### config.mk
export PLATFORM = sky130hd
export DESIGN_NAME = block_state_loader
export DESIGN_NICKNAME = d
export VERILOG_FILES = /design/src/rtl/block_state_loader.sv
export SDC_FILE = /design/constraint.sdc
export NUM_CORES = 1
export LEC_CHECK = 0
export BUFFER_PORTS_ARGS = -buffer_cell sky130_fd_sc_hd__clkbuf_2
export CAP_MARGIN = 30
export CORE_ASPECT_RATIO = 0.5
export CORE_UTILIZATION = 52
export DETAILED_ROUTE_END_ITERATION = 7
export HOLD_SLACK_MARGIN = 0.1
export PLACE_DENSITY = 0.72
export SLEW_MARGIN = 30
export SYNTH_ARGS = -nofsm -noshare
export SYNTH_HDL_FRONTEND = slang
export SYNTH_SLANG_ARGS = --single-unit
export TNS_END_PERCENT = 100
### constraint.sdc
create_clock -name clk -period 2.2 [get_ports clk]
set_input_delay 0.22 -clock clk [delete_from_list [all_inputs] [get_ports clk]]
set_output_delay 0.22 -clock clk [all_outputs]
set_load 0.02 [all_outputs]
### src/rtl/block_state_loader.sv
// Streaming 128-bit block assembler: WORD_W-bit beats in, four 32-bit column words out,
// double-buffered. Optional in_last framing check enabled by BLOCK_STATE_FRAMING_EN.
module block_state_loader #(
    parameter int unsigned WORD_W = 32
) (
    input  logic              clk,
    input  logic              rst,
    input  logic              in_valid,
    output logic              in_ready,
    input  logic [WORD_W-1:0] in_data,
    input  logic              in_last,
    output logic              out_valid,
    input  logic              out_ready,
    output logic [31:0]       word0,
    output logic [31:0]       word1,
    output logic [31:0]       word2,
    output logic [31:0]       word3,
    output logic              frame_err
);

    localparam int unsigned NBEATS = 128 / WORD_W;
    localparam int unsigned CntW   = (NBEATS > 1) ? $clog2(NBEATS) : 1;

    logic [127:0]    asm_q, asm_d;
    logic [127:0]    out_q, out_d;
    logic [CntW-1:0] cnt_q, cnt_d;
    logic            asm_full_q, asm_full_d;
    logic            out_valid_q, out_valid_d;
    logic            frame_err_q, frame_err_d;

    logic            accept, is_final, out_take, viol, complete;
    logic [127:0]    blk;

    assign in_ready = !rst && !asm_full_q;
    assign accept   = in_valid && in_ready;
    assign is_final = (cnt_q == CntW'(NBEATS - 1));
    assign out_take = out_valid_q && out_ready;

`ifdef BLOCK_STATE_FRAMING_EN
    assign viol = accept && (in_last != is_final);
`else
    logic unused_in_last;
    assign unused_in_last = in_last;
    assign viol = 1'b0;
`endif

    assign complete = accept && is_final && !viol;

    // Assembly register with the current beat merged in
    always_comb begin
        blk = asm_q;
        blk[127 - WORD_W * int'(cnt_q) -: WORD_W] = in_data;
    end

    always_comb begin
        asm_d       = asm_q;
        out_d       = out_q;
        cnt_d       = cnt_q;
        asm_full_d  = asm_full_q;
        out_valid_d = out_valid_q;
        frame_err_d = viol;

        if (accept) begin
            asm_d = blk;
            if (viol || is_final) begin
                cnt_d = '0;
            end else begin
                cnt_d = cnt_q + 1'b1;
            end
        end

        if (asm_full_q && out_take) begin
            // Pending block promotes; out_valid stays high
            out_d      = asm_q;
            asm_full_d = 1'b0;
        end else if (complete) begin
            if (!out_valid_q || out_take) begin
                out_d       = blk;
                out_valid_d = 1'b1;
            end else begin
                asm_full_d = 1'b1;
            end
        end else if (out_take) begin
            out_valid_d = 1'b0;
        end
    end

    always_ff @(posedge clk) begin
        if (rst) begin
            asm_q       <= '0;
            out_q       <= '0;
            cnt_q       <= '0;
            asm_full_q  <= 1'b0;
            out_valid_q <= 1'b0;
            frame_err_q <= 1'b0;
        end else begin
            asm_q       <= asm_d;
            out_q       <= out_d;
            cnt_q       <= cnt_d;
            asm_full_q  <= asm_full_d;
            out_valid_q <= out_valid_d;
            frame_err_q <= frame_err_d;
        end
    end

    assign out_valid = out_valid_q;
    assign word0     = out_q[127:96];
    assign word1     = out_q[95:64];
    assign word2     = out_q[63:32];
    assign word3     = out_q[31:0];

`ifdef BLOCK_STATE_FRAMING_EN
    assign frame_err = frame_err_q;
`else
    logic unused_frame_err;
    assign unused_frame_err = frame_err_q;
    assign frame_err = 1'b0;
`endif

endmodule

==> run_results.csv <==
group,metric,value,unit
logic_synthesis,synth_top_family_by_area,"compound AO/OA/AOI/OAI gates",
timing,tns,0,ns
timing,finalWorstSetupSlack,0.196,ns
logic_synthesis,ys_seq_elements,260,
logic_synthesis,synth_area_per_cell,11.4,um2
clock_tree,cts_root_buf,"clkbuf_16",
timing,slew_headroom,34.3,%
logic_synthesis,synthMuxAreaShare,0,%
floorplan,std_cell_rows,34,
worst_setup_path,regToRegSetupSlack,0.20,ns
power,cellLeakagePower,4.34,nW
final_layout,fin_cells,1197,
timing,finalHoldViolCount,0,
final_layout,drive_gt1_share,27.0,%
final_layout,n_antenna_cell,0,
clock_tree,cts.sinks,260,
outcome,violations,"design-rule violations",
clock_tree,cts_tree,"yes",
timing,rsz0062_at_grt,"no",
final_layout,final_nets,990,
clock_tree,worst_skew_pair.late_latency,0.51,ns
worst_setup_path,critPathSlowestCell,"a21oi_4",
worst_hold_path,hp-start,"in_data[27]",
worst_setup_path,path_class,"reg2reg",
timing,setup_viol,0,
drt,vias,7508,
placement,dp_hpwl,16300,um
floorplan,die_area,0.0187,mm2
global_routing,grt-ovfl-total,0,
timing,min_period,2.00,ns
drt,routedWlPerCell,21.3,um
timing,fmax,0.499,GHz
worst_setup_path,crit_fanout,32,
worst_setup_path,slowest_delay,0.79,ns
global_routing,first_global_vias,7035,
job,cap_violations,0,
worst_hold_path,min_path_cells,2,
logic_synthesis,synthArstFlopShare,0,%
drt,vias_per_cell,6.27,
logic_synthesis,synth_fp_nets,872,
drt,route.detailed.drc,22,
logic_synthesis,synthCells,831,
logic_synthesis,synth_area,0.00944,mm2
worst_setup_path,rr_endpoint,"asm_q[78]",
logic_synthesis,yosys.area_share.simple,4.53,%
clock_tree,hold_buffers,9,
placement,gp_congestion,0.800,
worst_setup_path,start_kind,"flop",
logic_synthesis,synth-compound-area-share,33.8,%
clock_tree,cts_setup_buffers,0,
worst_setup_path,cp.required,2.64,ns
worst_hold_path,hp-class,"in2reg",
power,power_density,823,mW/mm2
clock_tree,post_cts_resized,0,
worst_setup_path,reg2reg_depth,5,
floorplan,die_h,97.3,um
global_routing,grt_max_degree,58,
logic_synthesis,synth_warnings,0,
clock_tree,cts_buffers,22,
worst_setup_path,end_kind,"flop",
drt,wl,25400,um
timing,whs,0.112,ns
drt,first_pass_iters,7,
placement,portBuffers,165,
timing,tightestPinTransition,0.984,ns
drt,drtIter0Drc,593,
clock_tree,path_clk_slew,0.07,ns
worst_setup_path,r2r_start,"cnt_q[1]",
clock_tree,cts_buffer_depth,3,
floorplan,start_util,53.7,%
drt,detail-route-antenna-nets,0,
logic_synthesis,yosysSeqAreaShare,55.1,%
floorplan,die_w,193,um
timing,period_share,91.1,%
timing,slew_viol_final,0,
logic_synthesis,synth_fa_ha_area_share,0.530,%
final_layout,area_delta_synth_final,18.9,%
logic_synthesis,synth_xor_area_share,0,%
final_layout,final_util,63.9,%
floorplan,design.core.area,0.0176,mm2
worst_setup_path,path_cells,"buf_4, inv_1, ha_1, a21oi_4, a22o_1",
placement,pre_cts_ws,0.196,ns
global_routing,grt_util_all_layers,26.7,%
floorplan,ios,168,
clock_tree,htree_num_levels,1,
logic_synthesis,synth_cell_type_count,34,
global_routing,antenna_found_initial,0,
worst_hold_path,min_to,"asm_q[27]",
global_routing,grt_pass1_wl,39800,um
timing,fin_skew,0.0144,ns
placement,dpl.cell_count,1149,
outcome,status,"finished with violations",
worst_setup_path,arrival,2.45,ns
logic_synthesis,synth_flop_cell,"dfxtp_1",
power,ir_drop,0.000478,V
logic_synthesis,synth_edf_count,0,
## stage by stage
step | total power, mW | cell area, um2
2_1_floorplan | 5.30 | 9440
3_3_place_gp | 5.50 | 10400
3_5_place_dp | 5.52 | 10400
4_1_cts | 9.26 | 11200
5_1_grt | 9.55 | 11200
6_report | 9.24 | 11200
## cell families after synthesis
kind of cell,Yosys count
other,1
adders and majority gates,4
and+or+nand+nor,71
AOI/OAI and AO/OA,377
buffers and inverters,118
DFF,260
## cells in the mapped netlist (2+ instances only)
cell type | instances | area, um2
a21oi_1 | 8 | 40.0
a221oi_1 | 19 | 166
a22o_1 | 128 | 1120
a22oi_1 | 109 | 818
buf_1 | 21 | 78.8
buf_2 | 23 | 115
buf_4 | 3 | 22.5
buf_6 | 11 | 124
clkbuf_1 | 57 | 214
dfxtp_1 | 260 | 5200
ha_1 | 4 | 50.1
inv_1 | 3 | 11.3
nand2_1 | 6 | 22.5
nand3_1 | 2 | 10.0
nor2_1 | 9 | 33.8
nor2b_1 | 20 | 125
nor3_1 | 20 | 100
nor3_2 | 3 | 30.0
nor3_4 | 3 | 48.8
o2bb2ai_1 | 99 | 867
o2bb2ai_2 | 10 | 150
## sequential cells by signal, indices dropped and copies added (netlist names)
| signal | cells |
|---|---|
| asm_q | 128 |
| out_q | 128 |
| cnt_q | 2 |
| asm_full_q | 1 |
| out_valid | 1 |
## routing by layer
| layer | global-route usage, % | up-vias | wire [um] |
|---|---|---|---|
| li1 | - | 3470 | - |
| met1 | 40.5 | 3728 | 12300 |
| met2 | 40.1 | 278 | 11100 |
| met3 | 4.23 | 32 | 1780 |
| met4 | 4.72 | 0 | 336 |
| met5 | 0 | - | 0 |
## how the worst max path moves through the flow
stage / endpoint / cells after the start / from / slack (ns)
floorplan: out_q[117] / 8 / cnt_q[1] / 0.17
global placement: asm_q[114] / 5 / cnt_q[0] / 0.25
detailed placement: asm_q[113] / 5 / cnt_q[0] / 0.20
CTS: asm_q[103] / 5 / cnt_q[0] / 0.16
global route: asm_q[71] / 5 / cnt_q[1] / 0.09
finish: asm_q[78] / 5 / cnt_q[1] / 0.20
## power by group
part | leakage (nW) | internal [mW] | switching, mW
clock network | 0.331 | 2.08 | 1.72
registers | 2.10 | 4.76 | 0.0328
logic | 1.91 | 0.200 | 0.446
## layout make-up
type | instances | area [um2]
timing repair buffer | 209 | 1270
clock inverter | 9 | 81.3
inverter | 3 | 11.3
sequential | 260 | 5200
tap | 234 | 293
fill | 1419 | 6340
multi-input combinational | 453 | 3760
clock buffer | 29 | 608
## layout by cell type (no fill, tap or decap), types with 2 or more instances in the layout
cell	instances
nor2b_1	20
o2bb2ai_2	10
a22oi_1	109
o2bb2ai_1	99
a22o_1	128
dfxtp_1	260
clkbuf_16	24
clkinv_2	4
clkinvlp_4	3
a21oi_4	4
clkbuf_2	165
nand2_1	6
nand3_1	2
a221oi_1	19
buf_4	28
a21oi_1	4
nor3_1	20
nor2_2	2
nor2_1	8
nor3_4	6
buf_12	6
ha_1	4
dlygate4sd3_1	9
clkbuf_1	5
inv_1	3
## worst max-delay path, delay by kind of cell (launching register included)
kind / cells / cell delay, ns
AOI/OAI and AO/OA: 2 / 1.03
buffers and inverters: 2 / 0.31
adders and majority gates: 1 / 0.25
DFF: 1 / 0.34
(Power assumes the default switching activity.)
